## config.mk

```make
export PLATFORM = sky130hd
export DESIGN_NAME = peripheral_pwm_n_flat
export DESIGN_NICKNAME = d
export VERILOG_FILES = /design/src/rtl/peripheral_pwm_n_if.sv /design/src/rtl/peripheral_pwm_n.sv /design/src/flat_wrapper.sv
export SDC_FILE = /design/constraint.sdc
export NUM_CORES = 1
export LEC_CHECK = 0
export BUFFER_PORTS_ARGS = -buffer_cell sky130_fd_sc_hd__buf_2
export CAP_MARGIN = 20
export CELL_PAD_IN_SITES_DETAIL_PLACEMENT = 1
export CELL_PAD_IN_SITES_GLOBAL_PLACEMENT = 2
export CORE_ASPECT_RATIO = 0.5
export CORE_UTILIZATION = 38
export CTS_BUF_LIST = sky130_fd_sc_hd__clkbuf_8
export CTS_CLUSTER_DIAMETER = 80
export DETAILED_ROUTE_END_ITERATION = 8
export HOLD_SLACK_MARGIN = 0.08
export PLACE_DENSITY = 0.88
export SYNTH_ARGS = -nofsm -noshare
export SYNTH_HDL_FRONTEND = slang
export SYNTH_SLANG_ARGS = --single-unit
```

## constraint.sdc

```tcl
create_clock -name clk -period 1.9 [get_ports clk]
set_input_delay 0.285 -clock clk [delete_from_list [all_inputs] [get_ports clk]]
set_output_delay 0.285 -clock clk [all_outputs]
set_load 0.01 [all_outputs]
```

## src/rtl/peripheral_pwm_n_if.sv

```systemverilog
// Register bus between a host and peripheral_pwm_n: chip select, read/write
// strobes, byte address, write data and registered read data.
interface peripheral_pwm_n_if #(
    parameter int AW = 8
);
    logic          cs;
    logic          rd;
    logic          wr;
    logic [AW-1:0] addr;
    logic [31:0]   d_in;
    logic [31:0]   d_out;

    modport master (output cs, rd, wr, addr, d_in, input d_out);
    modport slave  (input cs, rd, wr, addr, d_in, output d_out);
endinterface

```

## src/rtl/peripheral_pwm_n.sv

```systemverilog
// NCH independent PWM channels with CTRL/PERIOD/DUTY/COUNT registers per channel.
// Define PWM_SHADOW_EN to buffer PERIOD/DUTY writes until the next counter wrap.
module peripheral_pwm_n #(
    parameter int NCH = 8,
    parameter int CW  = 16,
    parameter int AW  = 8
) (
    input  logic               clk,
    input  logic               rst,
    peripheral_pwm_n_if.slave  bus,
    output logic [NCH-1:0]     pwm
);
    localparam int IW = AW - 4;

    logic [IW-1:0]  ch_s;
    logic [3:0]     off_s;
    logic           wr_en_s;
    logic           rd_en_s;
    logic           unused_bits_s;

    logic [NCH-1:0] en_r;
    logic [NCH-1:0] pol_r;
    logic [NCH-1:0] pwm_r;
    logic [CW-1:0]  period_r [NCH];
    logic [CW-1:0]  duty_r   [NCH];
    logic [CW-1:0]  count_r  [NCH];
`ifdef PWM_SHADOW_EN
    logic [CW-1:0]  period_sh_r [NCH];
    logic [CW-1:0]  duty_sh_r   [NCH];
`endif

    logic [NCH-1:0] sel_s;
    logic [NCH-1:0] wrap_s;
    logic [NCH-1:0] raw_s;
    logic [31:0]    ch_word_s [NCH];
    logic [31:0]    rd_data_s;
    logic [31:0]    d_out_r;

    assign ch_s          = bus.addr[AW-1:4];
    assign off_s         = bus.addr[3:0];
    assign wr_en_s       = bus.cs && bus.wr;
    assign rd_en_s       = bus.cs && bus.rd;
    assign unused_bits_s = ^bus.d_in;
    assign pwm           = pwm_r;
    assign bus.d_out     = d_out_r;

    // Per-channel address match, wrap/duty compare and readable register word.
    // Index values >= NCH match no channel, so they read 0 and drop writes.
    always_comb begin
        sel_s  = {NCH{1'b0}};
        wrap_s = {NCH{1'b0}};
        raw_s  = {NCH{1'b0}};
        for (int k = 0; k < NCH; k++) begin
            sel_s[k]  = (ch_s == IW'(k));
            wrap_s[k] = en_r[k] && (count_r[k] >= period_r[k]);
            raw_s[k]  = en_r[k] && (count_r[k] < duty_r[k]);
            case (off_s)
                4'h0:    ch_word_s[k] = {30'h0000_0000, pol_r[k], en_r[k]};
`ifdef PWM_SHADOW_EN
                4'h4:    ch_word_s[k] = 32'(period_sh_r[k]);
                4'h8:    ch_word_s[k] = 32'(duty_sh_r[k]);
`else
                4'h4:    ch_word_s[k] = 32'(period_r[k]);
                4'h8:    ch_word_s[k] = 32'(duty_r[k]);
`endif
                4'hC:    ch_word_s[k] = 32'(count_r[k]);
                default: ch_word_s[k] = 32'h0000_0000;
            endcase
        end
    end

    // Read data mux: at most one channel matches, so OR-reduce the masked words.
    always_comb begin
        rd_data_s = 32'h0000_0000;
        for (int k = 0; k < NCH; k++) begin
            rd_data_s = rd_data_s | (sel_s[k] ? ch_word_s[k] : 32'h0000_0000);
        end
    end

    // Registered read port; idle cycles return 0.
    always_ff @(posedge clk) begin
        if (rst) begin
            d_out_r <= 32'h0000_0000;
        end else begin
            d_out_r <= rd_en_s ? rd_data_s : 32'h0000_0000;
        end
    end

    // Channel registers, counters and registered PWM outputs.
    always_ff @(posedge clk) begin
        if (rst) begin
            en_r  <= {NCH{1'b0}};
            pol_r <= {NCH{1'b0}};
            pwm_r <= {NCH{1'b0}};
            for (int k = 0; k < NCH; k++) begin
                period_r[k] <= {CW{1'b0}};
                duty_r[k]   <= {CW{1'b0}};
                count_r[k]  <= {CW{1'b0}};
`ifdef PWM_SHADOW_EN
                period_sh_r[k] <= {CW{1'b0}};
                duty_sh_r[k]   <= {CW{1'b0}};
`endif
            end
        end else begin
            for (int k = 0; k < NCH; k++) begin
                if (wr_en_s && sel_s[k] && (off_s == 4'h0)) begin
                    en_r[k]  <= bus.d_in[0];
                    pol_r[k] <= bus.d_in[1];
                end
`ifdef PWM_SHADOW_EN
                // Active values follow the shadows while idle or at a wrap.
                if (!en_r[k] || wrap_s[k]) begin
                    period_r[k] <= period_sh_r[k];
                    duty_r[k]   <= duty_sh_r[k];
                end
                if (wr_en_s && sel_s[k] && (off_s == 4'h4)) begin
                    period_sh_r[k] <= bus.d_in[CW-1:0];
                end
                if (wr_en_s && sel_s[k] && (off_s == 4'h8)) begin
                    duty_sh_r[k] <= bus.d_in[CW-1:0];
                end
`else
                if (wr_en_s && sel_s[k] && (off_s == 4'h4)) begin
                    period_r[k] <= bus.d_in[CW-1:0];
                end
                if (wr_en_s && sel_s[k] && (off_s == 4'h8)) begin
                    duty_r[k] <= bus.d_in[CW-1:0];
                end
`endif
                count_r[k] <= (!en_r[k] || wrap_s[k]) ? {CW{1'b0}}
                                                      : count_r[k] + {{(CW-1){1'b0}}, 1'b1};
                pwm_r[k]   <= raw_s[k] ^ pol_r[k];
            end
        end
    end
endmodule

```

## src/flat_wrapper.sv

```systemverilog
// flat-port wrapper written by rule: the top's interface ports become plain ports
module peripheral_pwm_n_flat 
#(
    parameter int NCH = 8,
    parameter int CW  = 16,
    parameter int AW  = 8
)
  (clk, rst, pwm, bus_cs, bus_rd, bus_wr, bus_addr, bus_d_in, bus_d_out);
  peripheral_pwm_n_if #(.AW(AW)) bus_i ();
  input  logic clk;
  input  logic rst;
  output logic [NCH-1:0] pwm;
  input wire logic [$bits(bus_i.cs)-1:0] bus_cs;
  input wire logic [$bits(bus_i.rd)-1:0] bus_rd;
  input wire logic [$bits(bus_i.wr)-1:0] bus_wr;
  input wire logic [$bits(bus_i.addr)-1:0] bus_addr;
  input wire logic [$bits(bus_i.d_in)-1:0] bus_d_in;
  output wire logic [$bits(bus_i.d_out)-1:0] bus_d_out;
  assign bus_i.cs = bus_cs;
  assign bus_i.rd = bus_rd;
  assign bus_i.wr = bus_wr;
  assign bus_i.addr = bus_addr;
  assign bus_i.d_in = bus_d_in;
  assign bus_d_out = bus_i.d_out;
  peripheral_pwm_n #(.NCH(NCH), .CW(CW), .AW(AW)) u_core (.clk(clk), .rst(rst), .bus(bus_i), .pwm(pwm));
endmodule
```

* Yosys cells after proc, flatten, opt, wreduce, memory -nomap -nowiden *
Memory sizes are Yosys's and may differ from the RTL's.
Index checks and enable logic that the tools add are counted.
Widths: inputs -> output; s select.

operators by class
  $add $sub $neg = 8
  order comparisons = 16
  equality and inequality tests = 10
  muxes and demuxes = 99
  bitwise operators = 40
  reductions and logical operators = 69

operators with widths
  operator               count
  $mux 16                40
  $pmux 16 s4            8
  $or 32x32->32          7
  $add 16x1->16 const B  8
  $ge 16x16->1           8
  $lt 16x16->1           8
  $mux 1                 51
  $logic_and 1x1->1      50
  $or 1x1->1             24
  $eq 4x3->1 const B     5
  $eq 4x2->1 const B     2
  $eq 4x4->1 const B     2
  $logic_not 1->1        8
  $logic_not 4->1        2
  $logic_or 1x1->1       8
  $xor 1x1->1            8
  $eq 4x1->1 const B     1
  $reduce_or 2->1        1
  $not 1->1              1

word-level totals
  register bits after elaboration = 56
  RAM bits = 384
  bits of input ports = 45
  output and inout bits = 40
  word-level logic and storage cells = 263
  memories = 3

memory list
  name             words  bits a word  rd ports  clocked after Yosys merged registers in  wr ports  line                    text
  u_core.count_r   8      16           8         0                                        8         peripheral_pwm_n.sv:26  logic [CW-1:0] count_r [NCH];
  u_core.duty_r    8      16           8         0                                        8         peripheral_pwm_n.sv:25  logic [CW-1:0] duty_r [NCH];
  u_core.period_r  8      16           8         0                                        8         peripheral_pwm_n.sv:24  logic [CW-1:0] period_r [NCH];

* Depth between registers and ports, before layout *
  depth in word-level cells = 10
  mapped depth = 9
  depth with buffers taken out = 7

* Worst setup path after synthesis *
Ideal clock, no wire load.

  kind = input to register
  start = input port bus_addr[7]
  end = memory u_core.period_r[1][0] (netlist: u_core.period_r[0][16]), enable pin
  setup time = 375 ps
  data arrival time = 1,702 ps
  data required time = 1,525 ps
  setup slack = -177 ps
  stages = 7
  path buffers = 4
  cell sequence = buf_4 -> buf_4 -> nor4b_4 -> buf_4 -> buf_6 -> nand2_2 -> nand2b_1

RTL lines
  what                line                    text
  start: declaration  flat_wrapper.sv:16      input wire logic [$bits(bus_i.addr)-1:0] bus_addr;
  end: declaration    peripheral_pwm_n.sv:24

==> impl_metrics.yaml <==
outcome:
  outcome: "complete, but fails checks"
  failed_checks: "negative setup slack"
placement:
  port_buffers: 52
  place_area_um2: 30200
  dp_cells: 3907
  gp_congestion: 1.04
  hpwlAfterDp_mm: 84.1
finish:
  fin_cells: 4069
  final_common_cell: "buf_4"
  layout_common_cells: "buf_4, nor2_1, inv_1"
  layout-area-overhead-vs-synth_pct: 31.9
  fill_cells: 7266
  nets: 3432
  drive_gt1_share_pct: 30.2
  utilization_pct: 50.8
  final_area_um2: 33100
detailed_routing:
  first_iter_violations: 2996
  vias: 24000
  vias_per_cell: 5.91
  drcViolationCount: 0
  wire_per_inst_um: 27.9
  wl_mm: 114
  drtAntennaViolNets: 0
  drtPass1Iterations: 6
timing:
  max_freq_ghz: 0.478
  finalSetupViolCount: 114
  tns_ns: -9.73
  tightest_slew_ns: 0.817
  hold_violations: 0
  rsz0062_at_grt: "yes"
  drv_slew: 0
  min_period_over_period_pct: 110
  finalWorstSetupSlack_ns: -0.193
  fin_skew_ns: 0.0439
  slew_headroom_pct: 44.9
  fin_crit_ns: 2.09
logic_synthesis:
  synth_area_leaders: "edfxtp_1, dfxtp_1, ha_1"
  yosys.area.top_type: "edfxtp_1"
  synth_edf_count: 256
  synth_cells: 2603
  yosysWarnings: 0
  synth.cell_area_um2: 25100
  synth.avg_cell_area_um2: 9.64
  yosysTopAreaCellShare_pct: 30.6
  yosysSeqAreaShare_pct: 44.0
  synth-seq-cells: 424
  ys.flop_type: "edfxtp_1"
  synth-async-reset-ratio_pct: 0
  synth_cell_types: 72
floorplanning:
  fp.dieH_um: 184
  core_area_um2: 65200
  dieArea_um2: 67100
  start_util_pct: 38.5
  io_pins: 85
  die_w_um: 365
  fp-row-count: 66
power_and_ir_drop:
  ir_drop_mv: 0.366
  power.leakage_uw: 0.0142
  p_total_uw: 20800
  p_per_area_nw_per_um2: 630
setup_path:
  startpoint: "u_core.period_r[0][53]"
  cp.required_ns: 2.53
  cp_slowest_cell: "or4_4"
  crit_fanout: 8
  worstPathArrival_ns: 2.72
  path_class: "reg -> reg"
  critPathTopFamily: "simple AND/OR/NAND/NOR gates"
  r2r-end: "u_core.count_r[0][51]"
  crit_path_start_kind: "flip-flop"
  path_cells: "inv_1, ha_2, or4_4, a21oi_2, o21ai_2, a311o_1, clkbuf_16, nor2_4"
  reg2reg_from: "u_core.period_r[0][53]"
  worstRegToRegCells: 8
  r2r_setup_slack_ns: -0.19
  critPathCaptureType: "flip-flop"
  cp.depth: 8
  cpPeakStageDelay_ns: 0.51
  endpoint: "u_core.count_r[0][51]"
  path_buf_inv: 2
cts:
  clk_pin_slew_ns: 0.07
  clk_latency_ns: 0.70
  clock-sinks: 424
  htreeDepth: 3
  cts_buffers: 68
  cts_root_buf: "clkbuf_8"
  clockBufferDepth: 3
  tritoncts: "built"
job:
  drv_cap: 0
grt:
  track_usage_pct: 32.7
  grt.overflow.total: 0
  grt_max_degree: 32
  grt_pass1_wl_mm: 159
  antenna_found_initial: 5
  first_global_vias: 23800
min_path:
  hold_path_class: "in -> reg"
[worst min path at each step]
stage	from	to	slack, ns	cells after the start
4_1_cts	bus_d_in[1]	u_core.pol_r[4]	0.08	4
3_3_place_gp	u_core.en_r[5]	u_core.en_r[5]	0.49	2
2_1_floorplan	u_core.count_r[0][64]	u_core.count_r[0][64]	0.44	1
3_5_place_dp	u_core.pol_r[1]	u_core.pol_r[1]	0.51	2
5_1_grt	bus_d_in[0]	u_core.en_r[1]	0.12	4
6_report	bus_d_in[0]	u_core.en_r[1]	0.14	4
[cell type report]
class / instances / area, µm² / area share (%)
multi-input combinational: 1770 / 13600 / 41.2
sequential: 424 / 11100 / 33.5
timing repair buffer: 579 / 4890 / 14.8
tap: 884 / 1110 / 3.34
inverter: 288 / 1080 / 3.26
clock buffer: 75 / 1030 / 3.12
clock inverter: 48 / 267 / 0.805
antenna: 1 / 2.50 / 0.00756
[synth_stat cells (all sizes together), types with 9 or more instances]
library cell	instances
nor2	390
inv	288
edfxtp	256
ha	256
dfxtp	168
a22oi	137
nand2	120
a21oi	86
buf	79
o21ai	79
nand3	74
nand4	62
xor2	61
clkbuf	57
nand2b	53
xnor2	50
o22ai	45
nor3	42
a21o	34
and3	22
nor4	21
nor2b	18
and4	17
mux4	16
a211oi	14
o211ai	13
or4	12
a221oi	11
mux2i	11
a31oi	10
and2	9
[cell families after synthesis]
kind of cell	Yosys count	share of synthesized area (%)
fa+ha+maj	256	12.8
mux	30	2.01
xor+xnor	111	3.87
other cells	1	0.0149
buf+inv	424	7.16
simple gates	869	16.9
compound gates	488	13.2
flops	424	44.0
[power by group]
part | switching, µW | internal (µW) | leakage [µW]
sequential | 269 | 10100 | 0.00381
clock | 4090 | 4030 | 0.000756
combinational | 1450 | 937 | 0.00964
total | 5810 | 15000 | 0.0142
[flip-flops by register name, indices dropped and copies added, names as in the netlist]
name,cells
u_core.duty_r,128
u_core.period_r,128
u_core.count_r,128
u_core.en_r,8
u_core.bus.d_out,16
u_core.pwm,8
u_core.pol_r,8
[metal layers]
| layer | wire length (µm) | vias up | global-route usage, % |
|---|---|---|---|
| li1 | - | 10400 | - |
| met1 | 46600 | 12100 | 44.7 |
| met2 | 50600 | 1312 | 50.7 |
| met3 | 12000 | 277 | 7.77 |
| met4 | 4470 | 4 | 10.9 |
| met5 | 24 | - | 0 |
[tightest hold or removal path, stage by stage]
cell,delay [ns]
buf_2,0.12
buf_4,0.22
nand3_1,0.09
a21oi_1,0.06
[per-stage QoR]
stage	setup WS, ns	hold WS (ns)
6_report	-0.193	0.139
5_1_grt	-0.246	0.117
4_1_cts	-0.203	0.0812
3_5_place_dp	-0.544	0.509
3_3_place_gp	-0.520	0.494
2_1_floorplan	0.0166	0.441
[repair_timing]
item | 4_1_cts | 5_1_grt
hold buffers | 0 | 1
endpoints found under the setup margin | 120 | 140
buffers inserted | 13 | 24
resized for setup | 94 | 230
endpoints found under the hold margin | 0 | 1
pin swaps | 51 | 72
cloned | 1 | 4
(Power assumes the default switching activity.)
